===== src/rtl/scan_display_capture_if.sv =====
// Display-bus bundle between a multiplexed 7-segment driver (master) and the
// capture block (slave) that rebuilds the displayed digits.
interface scan_display_capture_if;
    logic [7:0]  seg_data;
    logic [5:0]  c_pin;
    logic [23:0] digits;
    logic [5:0]  dp;
    logic [5:0]  seen;
    logic        frame_done;
    logic        decode_err;
    logic        stall;

    modport master (
        output seg_data, c_pin,
        input  digits, dp, seen, frame_done, decode_err, stall
    );

    modport slave (
        input  seg_data, c_pin,
        output digits, dp, seen, frame_done, decode_err, stall
    );
endinterface


===== src/rtl/scan_display_capture.sv =====
// Rebuilds the six digit values shown on a multiplexed 7-segment display by
// watching its segment and digit-select buses; flags frames, decode errors, stalls.
module scan_display_capture #(
    parameter int SETTLE         = 4,
    parameter bit SEL_ACTIVE_LOW = 1'b1,
    parameter bit SEG_ACTIVE_LOW = 1'b1,
    parameter int TIMEOUT        = 1000000
) (
    input  logic                  clock,
    input  logic                  rst,
    scan_display_capture_if.slave bus
);
    localparam int CW = $clog2(SETTLE + 1);
    localparam int TW = $clog2(TIMEOUT + 1);
    // Inactive bus level; also the XOR mask that normalises polarity.
    localparam logic [7:0] SEG_IDLE = SEG_ACTIVE_LOW ? 8'hFF : 8'h00;
    localparam logic [5:0] SEL_IDLE = SEL_ACTIVE_LOW ? 6'h3F : 6'h00;

    typedef enum logic [1:0] {S_IDLE, S_SETTLE, S_CAPTURE, S_HOLD} state_t;
    localparam state_t RELATCH_ST = (SETTLE <= 1) ? S_CAPTURE : S_SETTLE;

    logic [7:0] seg_s1_q, seg_s2_q;
    logic [5:0] sel_s1_q, sel_s2_q;

    always_ff @(posedge clock or negedge rst) begin
        if (!rst) begin
            seg_s1_q <= SEG_IDLE;
            seg_s2_q <= SEG_IDLE;
            sel_s1_q <= SEL_IDLE;
            sel_s2_q <= SEL_IDLE;
        end else begin
            seg_s1_q <= bus.seg_data;
            seg_s2_q <= seg_s1_q;
            sel_s1_q <= bus.c_pin;
            sel_s2_q <= sel_s1_q;
        end
    end

    logic [7:0] seg_n;
    logic [5:0] sel_n;
    logic [2:0] sel_cnt;
    logic [2:0] sel_k;
    logic       sel_vld;

    assign seg_n = seg_s2_q ^ SEG_IDLE;
    assign sel_n = sel_s2_q ^ SEL_IDLE;

    always_comb begin
        sel_cnt = '0;
        sel_k   = '0;
        for (int i = 0; i < 6; i++) begin
            if (sel_n[i]) begin
                sel_cnt = sel_cnt + 3'd1;
                sel_k   = 3'(i);
            end
        end
    end

    // Anything other than exactly one selected digit is treated as blanking.
    assign sel_vld = (sel_cnt == 3'd1);

    function automatic logic [3:0] seg_decode(input logic [6:0] s);
        case (s)
            7'h3F:   seg_decode = 4'h0;
            7'h06:   seg_decode = 4'h1;
            7'h5B:   seg_decode = 4'h2;
            7'h4F:   seg_decode = 4'h3;
            7'h66:   seg_decode = 4'h4;
            7'h6D:   seg_decode = 4'h5;
            7'h7D:   seg_decode = 4'h6;
            7'h07:   seg_decode = 4'h7;
            7'h7F:   seg_decode = 4'h8;
            7'h6F:   seg_decode = 4'h9;
            7'h00:   seg_decode = 4'hE;
            7'h40:   seg_decode = 4'hD;
            default: seg_decode = 4'hF;
        endcase
    endfunction

    state_t          state_q;
    logic [2:0]      lat_k_q;
    logic [7:0]      lat_seg_q;
    logic [CW-1:0]   cnt_q;
    logic [5:0][3:0] digits_q;
    logic [5:0]      dp_q;
    logic [5:0]      seen_q;
    logic            frame_done_q;
    logic            decode_err_q;

    logic            same;
    logic [3:0]      cap_val;
    logic [5:0]      seen_upd;

    assign same     = sel_vld && (sel_k == lat_k_q) && (seg_n == lat_seg_q);
    assign cap_val  = seg_decode(lat_seg_q[6:0]);
    assign seen_upd = seen_q | (6'b1 << lat_k_q);

    always_ff @(posedge clock or negedge rst) begin
        if (!rst) begin
            state_q      <= S_IDLE;
            lat_k_q      <= '0;
            lat_seg_q    <= '0;
            cnt_q        <= '0;
            digits_q     <= {6{4'hE}};
            dp_q         <= '0;
            seen_q       <= '0;
            frame_done_q <= 1'b0;
            decode_err_q <= 1'b0;
        end else begin
            frame_done_q <= 1'b0;
            case (state_q)
                S_IDLE: begin
                    if (sel_vld) begin
                        lat_k_q   <= sel_k;
                        lat_seg_q <= seg_n;
                        cnt_q     <= CW'(1);
                        state_q   <= RELATCH_ST;
                    end
                end
                S_SETTLE: begin
                    if (!sel_vld) begin
                        state_q <= S_IDLE;
                    end else if (same) begin
                        cnt_q <= cnt_q + CW'(1);
                        if (cnt_q == CW'(SETTLE - 1)) state_q <= S_CAPTURE;
                    end else begin
                        lat_k_q   <= sel_k;
                        lat_seg_q <= seg_n;
                        cnt_q     <= CW'(1);
                        state_q   <= RELATCH_ST;
                    end
                end
                S_CAPTURE: begin
                    digits_q[lat_k_q] <= cap_val;
                    dp_q[lat_k_q]     <= lat_seg_q[7];
                    if (cap_val == 4'hF) decode_err_q <= 1'b1;
                    // The capture that completes the set closes the frame.
                    if (seen_upd == 6'h3F) begin
                        seen_q       <= '0;
                        frame_done_q <= 1'b1;
                    end else begin
                        seen_q <= seen_upd;
                    end
                    state_q <= S_HOLD;
                end
                S_HOLD: begin
                    if (!same) begin
                        if (!sel_vld) begin
                            state_q <= S_IDLE;
                        end else begin
                            lat_k_q   <= sel_k;
                            lat_seg_q <= seg_n;
                            cnt_q     <= CW'(1);
                            state_q   <= RELATCH_ST;
                        end
                    end
                end
                default: state_q <= S_IDLE;
            endcase
        end
    end

    logic [TW-1:0] tmr_q, tmr_d;

    always_comb begin
        tmr_d = tmr_q;
        if (frame_done_q)                tmr_d = '0;
        else if (tmr_q != TW'(TIMEOUT))  tmr_d = tmr_q + TW'(1);
    end

    always_ff @(posedge clock or negedge rst) begin
        if (!rst) tmr_q <= '0;
        else      tmr_q <= tmr_d;
    end

    assign bus.digits     = digits_q;
    assign bus.dp         = dp_q;
    assign bus.seen       = seen_q;
    assign bus.frame_done = frame_done_q;
    assign bus.decode_err = decode_err_q;
    assign bus.stall      = (tmr_q == TW'(TIMEOUT));
endmodule


===== src/flat_wrapper.sv =====
// flat-port wrapper written by rule: the top's interface ports become plain ports
module scan_display_capture_flat 
#(
    parameter int SETTLE         = 4,
    parameter bit SEL_ACTIVE_LOW = 1'b1,
    parameter bit SEG_ACTIVE_LOW = 1'b1,
    parameter int TIMEOUT        = 1000000
)
  (clock, rst, bus_seg_data, bus_c_pin, bus_digits, bus_dp, bus_seen, bus_frame_done, bus_decode_err, bus_stall);
  scan_display_capture_if bus_i ();
  input  logic clock;
  input  logic rst;
  input wire logic [$bits(bus_i.seg_data)-1:0] bus_seg_data;
  input wire logic [$bits(bus_i.c_pin)-1:0] bus_c_pin;
  output wire logic [$bits(bus_i.digits)-1:0] bus_digits;
  output wire logic [$bits(bus_i.dp)-1:0] bus_dp;
  output wire logic [$bits(bus_i.seen)-1:0] bus_seen;
  output wire logic [$bits(bus_i.frame_done)-1:0] bus_frame_done;
  output wire logic [$bits(bus_i.decode_err)-1:0] bus_decode_err;
  output wire logic [$bits(bus_i.stall)-1:0] bus_stall;
  assign bus_i.seg_data = bus_seg_data;
  assign bus_i.c_pin = bus_c_pin;
  assign bus_digits = bus_i.digits;
  assign bus_dp = bus_i.dp;
  assign bus_seen = bus_i.seen;
  assign bus_frame_done = bus_i.frame_done;
  assign bus_decode_err = bus_i.decode_err;
  assign bus_stall = bus_i.stall;
  scan_display_capture #(.SETTLE(SETTLE), .SEL_ACTIVE_LOW(SEL_ACTIVE_LOW), .SEG_ACTIVE_LOW(SEG_ACTIVE_LOW), .TIMEOUT(TIMEOUT)) u_core (.clock(clock), .rst(rst), .bus(bus_i));
endmodule

===== config.mk =====
export PLATFORM = sky130hd
export DESIGN_NAME = scan_display_capture_flat
export DESIGN_NICKNAME = d
export VERILOG_FILES = /design/src/rtl/scan_display_capture_if.sv /design/src/rtl/scan_display_capture.sv /design/src/flat_wrapper.sv
export SDC_FILE = /design/constraint.sdc
export NUM_CORES = 1
export LEC_CHECK = 0
export CAP_MARGIN = 10
export CORE_MARGIN = 2
export CORE_UTILIZATION = 50
export DETAILED_ROUTE_END_ITERATION = 7
export PLACE_DENSITY = 0.77
export SYNTH_ARGS = -nofsm -noshare
export SYNTH_HDL_FRONTEND = slang
export SYNTH_SLANG_ARGS = --single-unit

===== constraint.sdc =====
create_clock -name clock -period 5.9 [get_ports clock]
set_clock_uncertainty 0.2 [all_clocks]
set_input_delay 0.59 -clock clock [delete_from_list [all_inputs] [get_ports clock]]
set_output_delay 0.59 -clock clock [all_outputs]
set_load 0.02 [all_outputs]

Word-level counts from Yosys, hierarchy flattened
Cells that the tools add are included.
Operators by class
  mux-type cells: 45
  shifts and indexed selects: 1
  equal/unequal tests: 27
  reductions and logical operators: 11
  bitwise gates (word level): 3
  $lt $le $gt $ge: 2
  add/subtract/negate cells: 7
Operators by type and width (number)
  $eq 7x7->1 const B: 8
  $pmux 4 s12: 1
  $mux 3: 15
  $mux 20: 2
  $mux 8: 4
  $bwmux 24: 1
  $pmux 8 s3: 1
  $add 20x1->20 const B: 1
  $eq 20x20->1 const B: 1
  $ne 20x20->1 const B: 1
  $pmux 3 s3: 2
  $add 3x1->3 const B: 5
  $eq 7x3->1 const B: 2
  $mux 2: 7
  $demux 4 s3: 1
  $eq 8x8->1: 1
  $not 8->8: 1
  $pmux 2 s4: 1
  $eq 7x6->1 const B: 1
  $logic_not 7->1: 1
  $bwmux 6: 1
  $eq 6x6->1 const B: 1
  $mux 1: 6
  $mux 6: 1
  24 further kinds: 30
Storage, ports and cells
  bits of input ports: 16
  register bits after elaboration: 102
  word-level logic and storage cells: 115

Longest topological paths before layout
Gate-level depths: netlist of the first run.
  depth after elaboration: 18
  gate-level depth with buffers: 18
  depth with buffers taken out: 17

Worst setup path before layout of the first run
No wires, ideal clock.
  path type: flip-flop to flip-flop
  start: register u_core.sel_s2_q[0]
  end: register u_core.lat_k_q[1]
  setup slack: 1730 ps
  arrival: 3845 ps
  period minus slack after synthesis: 4170 ps
  stages on the path, launching flop included: 18
  cells stage by stage: dfstp_2 > inv_1 > ha_1 > xnor2_2 > ha_1 > nor2b_1 > a21o_1 > ha_1 > mux2i_1 > o21ai_1 > ha_1 > nor2b_1 > xnor2_1 > xnor2_4 > o21ai_2 > a311oi_2 > buf_6 > mux2_4
Between the ends
  cells in the longest elaborated chain, start to end: 17
  elaborated cells on any way between the ends: 22
  classes of those cells: add/sub (5); eq/ne (4); mux (9); bitwise (1); reduce/logical (3)
RTL lines
  start: declaration: RTL line scan_display_capture.sv:23  | logic [5:0] sel_s1_q, sel_s2_q;
  start signal: assignment: RTL line scan_display_capture.sv:35  | sel_s2_q <= sel_s1_q;
  $not 6->6 (no source line) (*)
  $mux 1 (*): RTL line scan_display_capture.sv:52  | if (sel_n[i]) begin
  $add 1x1->2: RTL line scan_display_capture.sv:53  | sel_cnt = sel_cnt + 3'd1;
  $mux 3 (*): RTL line scan_display_capture.sv:52
  $add 3x1->3: RTL line scan_display_capture.sv:53
  $mux 3 (*): RTL line scan_display_capture.sv:52
  $add 3x1->3: RTL line scan_display_capture.sv:53
  $mux 3 (*): RTL line scan_display_capture.sv:52
  $add 3x1->3: RTL line scan_display_capture.sv:53
  $mux 3 (*): RTL line scan_display_capture.sv:52
  $add 3x1->3: RTL line scan_display_capture.sv:53
  $mux 3 (*): RTL line scan_display_capture.sv:52
  $eq 3x1->1 (*): RTL line scan_display_capture.sv:60  | assign sel_vld = (sel_cnt == 3'd1);
  $logic_and 1x1->1 (2 in series): RTL line scan_display_capture.sv:94  | assign same = sel_vld && (sel_k == lat_k_q) && (seg_n == lat_seg_q);
  $ne 2x2->1 (no source line)
  $reduce_and 4->1 (no source line)
  end signal: assignment: RTL line scan_display_capture.sv:114  | lat_k_q <= sel_k;
  end signal: assignment: RTL line scan_display_capture.sv:127  | lat_k_q <= sel_k;
  end signal: assignment: RTL line scan_display_capture.sv:151  | lat_k_q <= sel_k;
  end: declaration: RTL line scan_display_capture.sv:81  | logic [2:0] lat_k_q;
Every way passes the cells marked *; elsewhere a longest branch is shown, timed or not. The select of a mux whose other input is x is not followed.
A chain may end at the register's enable or synchronous reset.

Worst setup path after layout of the first run
  start: register u_core.sel_s2_q[0]
  end: register u_core.lat_k_q[0]
Same word-level chain as after synthesis.

==> flow_summary.json, run 1 <==
{
  "clock-sinks": 102,
  "seq_area_frac_synth_pct": 55.7,
  "coreArea_sq_um": 9150,
  "cap_violations": 0,
  "cts_setup_buffers": 0,
  "synth_edf_count": 0,
  "drt-initial-drc-count": 211,
  "setup_tns_ps": 0,
  "syn-num-nets": 423,
  "status": "finished clean",
  "routabilityCongestion": 0.854,
  "start_util_pct": 51.2,
  "antenna_found_initial": 0,
  "antenna_cells": 0,
  "synth_cell_types": 57,
  "critPathCaptureType": "flip-flop",
  "finalMaxSlewViolations": 0,
  "portBuffers": 54,
  "grt_overflow": 0,
  "wirelength_mm": 8.57,
  "ys_top_cells_by_count": "dfrtp_1 (56), dfstp_2 (46), nor2_1 (37)",
  "hp-class": "input port to async pin",
  "synthArstFlopShare_pct": 100,
  "critPathLaunchType": "flip-flop",
  "cts_tree": "built",
  "grt_busiest_layer": "met2",
  "numCtsBuffers": 9,
  "grt_first_pass_wirelength_mm": 14.4,
  "cts_max_path_buffers": 2,
  "clk_pin_slew_ps": 100,
  "ant_nets": 0,
  "drive_gt1_share_pct": 23.0,
  "dr.pass1.iters": 5,
  "fin_ws_ps": 1460,
  "cp_max_fo": 11,
  "period_share_pct": 75.3,
  "cts_resized": 0,
  "place_ws_ps": 1480,
  "use_met3_pct": 4.23,
  "htreeDepth": 3,
  "wl_per_cell_um": 15.1,
  "final_cell_count_no_fill": 567,
  "ctsHoldBuffers": 0,
  "powerDensity_nw_per_um2": 302,
  "fin_area_sq_um": 5500,
  "dieWidth_um": 101,
  "met1_usage_pct": 23.8,
  "critPathKind": "flip-flop to flip-flop",
  "grt_pass1_vias": 3090,
  "synth_largest_area_cell": "dfrtp_1",
  "dp.cells": 551,
  "layout_min_cycle_time_ps": 4440,
  "fp.dieArea_sq_um": 10200,
  "die_height_um": 101,
  "rsz0062_at_grt": "no",
  "rows": 35,
  "nFillCells": 739,
  "relSlewSlack_pct": 32.3,
  "grt_max_degree": 85,
  "clock_latency_ps": 370,
  "worstMarginPinSlew_ps": 1020,
  "drc_errors": 0,
  "synthTopCellsByArea": "dfrtp_1 (30%), dfstp_2 (26%), mux2_2 (6.3%)",
  "place_area_sq_um": 5290,
  "ys_ff_latch": 102,
  "vias": 3153,
  "place_hpwl_mm": 5.96,
  "grt_use_total_pct": 18.0,
  "synth_cells": 398,
  "pin_count": 55,
  "ys.flop_type": "dfrtp_1",
  "power_leakage_nw": 2.34,
  "finalHoldViolCount": 0,
  "avgViaCountPerCell": 5.56,
  "crit_required_ps": 5950,
  "yosysMostFrequentCell": "dfrtp_1",
  "synth.top_cell.area_share_pct": 29.9,
  "ir_drop_uv": 159,
  "netlist_area_sq_um": 4680,
  "num-nets-final": 476,
  "setup_viol": 0,
  "ys_warn_count": 0,
  "fmax_mhz": 225,
  "syn_area_per_cell_sq_um": 11.8,
  "synthToLayoutAreaGrowth_pct": 17.5,
  "worst_ep_arrival_time_ps": 4490,
  "clockRootBuffer": "clkbuf_8",
  "met2_usage_pct": 29.4
}
[worst max-delay path, stage by stage (launching register included)]
cell      delay, ps
dfstp_2         540
inv_1            40
ha_1            330
xnor2_2         250
ha_1            270
nor2b_1         140
a21o_1          160
ha_1            270
mux2i_1         180
o21ai_1         110
ha_1            200
nor2b_1         130
xnor2_1         370
xnor2_4         170
o21ai_2         110
a311oi_2        240
buf_4           260
mux2_1          350
[cells by family (layout without fill, tap and decap cells)]
family | count (synthesis) | after routing | synth area share, %
and+or+nand+nor | 129 | 129 | 14.3
DFF | 102 | 102 | 55.7
AOI/OAI and AO/OA | 52 | 52 | 7.59
muxes | 41 | 41 | 9.70
buffers and inverters | 34 | 92 | 3.45
xor gates and xnor gates | 31 | 31 | 6.87
adders and majority gates | 9 | 9 | 2.40
[layout make-up]
type | instances | area (sq um) | area share, %
Clock buffer | 9 | 124 | 2.25
Clock inverter | 7 | 91.3 | 1.66
Timing Repair Buffer | 56 | 553 | 10.0
Sequential cell | 102 | 2610 | 47.4
Multi-Input combinational cell | 262 | 1910 | 34.7
Tap cell | 111 | 139 | 2.52
Inverter | 20 | 75.1 | 1.36
[per-stage QoR]
step | power [W] | hold slack (ps) | utilization [%]
after global placement | 0.00119 | 146 | 57.8
after floorplan | 0.00112 | 94.4 | -
final | 0.00166 | 110 | 60.1
after CTS | 0.00167 | 113 | 60.1
after detailed placement | 0.00121 | 147 | 57.8
after global routing | 0.00175 | 134 | 60.1
[flip-flops by register name (all words and copies together) (netlist names), named ones only]
signal / cells
u_core.lat_k_q: 3
u_core.state_q: 1
u_core.bus.seen: 6
u_core.bus.digits: 24
u_core.bus.decode_err: 1
u_core.seg_s1_q: 8
u_core.bus.frame_done: 1
u_core.sel_s2_q: 6
u_core.cnt_q: 3
u_core.lat_seg_q: 8
u_core.seg_s2_q: 8
u_core.bus.dp: 6
u_core.sel_s1_q: 6
u_core.tmr_q: 20
[where the power goes]
group          switching [W]  internal, W  total [W]
logic               0.000197     0.000141   0.000337
registers           0.000102     0.000761   0.000863
clock network       0.000254     0.000206   0.000460
total               0.000553      0.00111    0.00166
[worst paths after layout]
check                                    from                  to  slack, ps  depth (start not counted)
min in group clock         u_core.seg_s1_q[7]  u_core.seg_s2_q[7]        150                          0
max in group asynchronous                 rst           async pin       4350                          2
setup reg to reg           u_core.sel_s2_q[0]   u_core.lat_k_q[0]       1460                         17
hold / removal                            rst  u_core.seg_s1_q[1]        110                          1
hold reg to reg            u_core.seg_s1_q[7]  u_core.seg_s2_q[7]        150                          0
setup / recovery           u_core.sel_s2_q[0]   u_core.lat_k_q[0]       1460                         17
[layout by cell type, fill, tap and decap left out, types with 5 or more instances in the layout]
| master | n |
|---|---|
| a21oi_1 | 15 |
| and3_1 | 5 |
| clkbuf_8 | 9 |
| clkdlybuf4s50_1 | 53 |
| dfrtp_1 | 56 |
| dfstp_2 | 46 |
| ha_1 | 9 |
| inv_1 | 19 |
| mux2_2 | 26 |
| mux2i_1 | 12 |
| nand2_1 | 23 |
| nand2b_1 | 5 |
| nand3_1 | 19 |
| nand4_1 | 6 |
| nor2_1 | 37 |
| nor3_1 | 5 |
| o21ai_0 | 8 |
| o21ai_1 | 9 |
| or3_1 | 6 |
| xnor2_1 | 11 |
| xor2_1 | 16 |
[routing by layer]
metal	up-vias	wire, um
met5	-	0
met4	0	112
met3	15	416
met2	103	4160
met1	1539	3870
li1	1496	-
Note: power is estimated with default switching activity, not from simulation.
==> run 2, diff against run 1 <==
clock period = 4.3 ns   (was 5.9 ns; I/O delays follow)
==> flow_summary.json, run 2 (same netlist as run 1, synthesis figures left out) <==
{
  "status": "finished clean",
  "antenna_found_initial": 0,
  "grt_max_degree": 89,
  "hp-class": "input port to async pin",
  "portBuffers": 54,
  "clk_pin_slew_ps": 90,
  "dr.pass1.iters": 8,
  "rsz0062_at_grt": "no",
  "setup_viol": 0,
  "final_cell_count_no_fill": 571,
  "relSlewSlack_pct": 29.2,
  "place_area_sq_um": 5300,
  "drt-initial-drc-count": 235,
  "fp.dieArea_sq_um": 10200,
  "coreArea_sq_um": 9150,
  "clock-sinks": 102,
  "critPathKind": "flip-flop to flip-flop",
  "grt_first_pass_wirelength_mm": 14.7,
  "largest_reg_flops": 24,
  "grt_use_total_pct": 18.3,
  "ctsHoldBuffers": 0,
  "ir_drop_uv": 195,
  "crit_required_ps": 4350,
  "num-nets-final": 480,
  "ant_nets": 0,
  "power_leakage_nw": 2.37,
  "final_cell_mix": "dfrtp_1 (56), clkdlybuf4s50_1 (53), dfstp_2 (46)",
  "critPathCaptureType": "flip-flop",
  "htreeDepth": 3,
  "antenna_cells": 0,
  "clock_latency_ps": 360,
  "period_share_pct": 94.9,
  "post-route-util_pct": 60.6,
  "fmax_mhz": 245,
  "dp.cells": 552,
  "finalMaxSlewViolations": 0,
  "place_hpwl_mm": 6.00,
  "clockRootBuffer": "clkbuf_8",
  "avgViaCountPerCell": 5.50,
  "cts_max_path_buffers": 2,
  "drive_gt1_share_pct": 24.1,
  "vias": 3138,
  "layout_min_cycle_time_ps": 4080,
  "routabilityCongestion": 0.872,
  "rows": 35,
  "start_util_pct": 51.2,
  "wl_per_cell_um": 15.0,
  "drc_errors": 0,
  "grt_pass1_vias": 3072,
  "grt_overflow": 0,
  "cp_max_fo": 6,
  "worstMarginPinSlew_ps": 1060,
  "cap_violations": 0,
  "synthToLayoutAreaGrowth_pct": 18.4,
  "critPathLaunchType": "flip-flop",
  "setup_tns_ps": 0,
  "cts_tree": "built",
  "wirelength_mm": 8.58,
  "worst_ep_arrival_time_ps": 4130,
  "finalHoldViolCount": 0,
  "die_height_um": 101,
  "final_common_cell": "dfrtp_1",
  "powerDensity_nw_per_um2": 409,
  "pin_count": 55,
  "numCtsBuffers": 9,
  "fin_area_sq_um": 5550,
  "dieWidth_um": 101
}
## run 2: area by class of cell
type / instances / area [sq um]
fillers: 725 / 3610
flip-flops and latches: 102 / 2610
multi-input cells: 262 / 1920
repair buffers: 60 / 599
clock buffers: 11 / 163
well taps: 111 / 139
inverters: 20 / 75.1
clock inverters: 5 / 37.5
## run 2: path summary, 6_finish.rpt
kind / to / slack [ps] / startpoint / depth (start not counted)
min: u_core.tmr_q[4] / 40 / rst / 1
max in group asynchronous: u_core.sel_s1_q[3] / 2950 / rst / 2
max reg2reg: u_core.lat_k_q[0] / 220 / u_core.sel_s2_q[0] / 17
min reg2reg: u_core.sel_s2_q[3] / 150 / u_core.sel_s1_q[3] / 0
max: u_core.lat_k_q[0] / 220 / u_core.sel_s2_q[0] / 17
min in group clock: u_core.sel_s2_q[3] / 150 / u_core.sel_s1_q[3] / 0
## run 2: worst max-delay path: stages (launching register included)
cell and delay (ps):
dfstp_2 540, inv_1 40, ha_1 340, xnor2_2 160, ha_1 290, nor2b_1 140
a21o_1 160, ha_1 260, mux2i_1 170, o21ai_1 100, ha_1 190, nor2b_1 150
xnor2_2 240, xnor2_4 160, o21ai_2 110, a311oi_2 230, buf_6 180, mux2_1 320
## run 2: report_power, final
part / switching [W] / total, W / internal [W]
combinational: 0.000273 / 0.000486 / 0.000214
clock: 0.000328 / 0.000595 / 0.000266
sequential: 0.000146 / 0.00119 / 0.00104
total: 0.000747 / 0.00227 / 0.00152
## run 2: layer usage
layer | routed length [um] | vias to the layer above | global-route usage, % | share of wire (%)
li1 | - | 1507 | - | -
met1 | 3810 | 1545 | 25.2 | 44
met2 | 4250 | 79 | 29.5 | 49
met3 | 435 | 7 | 2.91 | 5.1
met4 | 89 | 0 | 6.53 | 1.0
met5 | 0 | - | 0 | 0
## run 2: repair_timing
| action | in CTS | in global routing |
|---|---|---|
| buffers inserted | 0 | 3 |
| setup endpoints to repair | 3 | 11 |
| gates resized for setup | 1 | 2 |
| pin swaps | 0 | 3 |
## run 2: per-stage QoR
| step | total power [W] | setup slack (ps) | hold slack, ps |
|---|---|---|---|
| 2_1_floorplan | 0.00153 | 130 | -65.6 |
| 6_report | 0.00227 | 219 | 38.1 |
| 4_1_cts | 0.00227 | 13.0 | 103 |
| 5_1_grt | 0.00241 | 38.4 | 147 |
| 3_3_place_gp | 0.00165 | 64.3 | 146 |
| 3_5_place_dp | 0.00167 | -61.6 | 147 |
==> run 3, diff against run 2 <==
--- a/config.mk
+++ b/config.mk
@@ -12,2 +12,3 @@
 export PLACE_DENSITY = 0.77
+export SLEW_MARGIN = 0
 export SYNTH_ARGS = -nofsm -noshare
--- a/constraint.sdc
+++ b/constraint.sdc
@@ -4,2 +4,2 @@
 set_output_delay 0.43 -clock clock [all_outputs]
-set_load 0.02 [all_outputs]
+set_load 0.01 [all_outputs]
==> results of run 3 <==
Same layout as run 2 (identical final DEF). Status: finished clean.
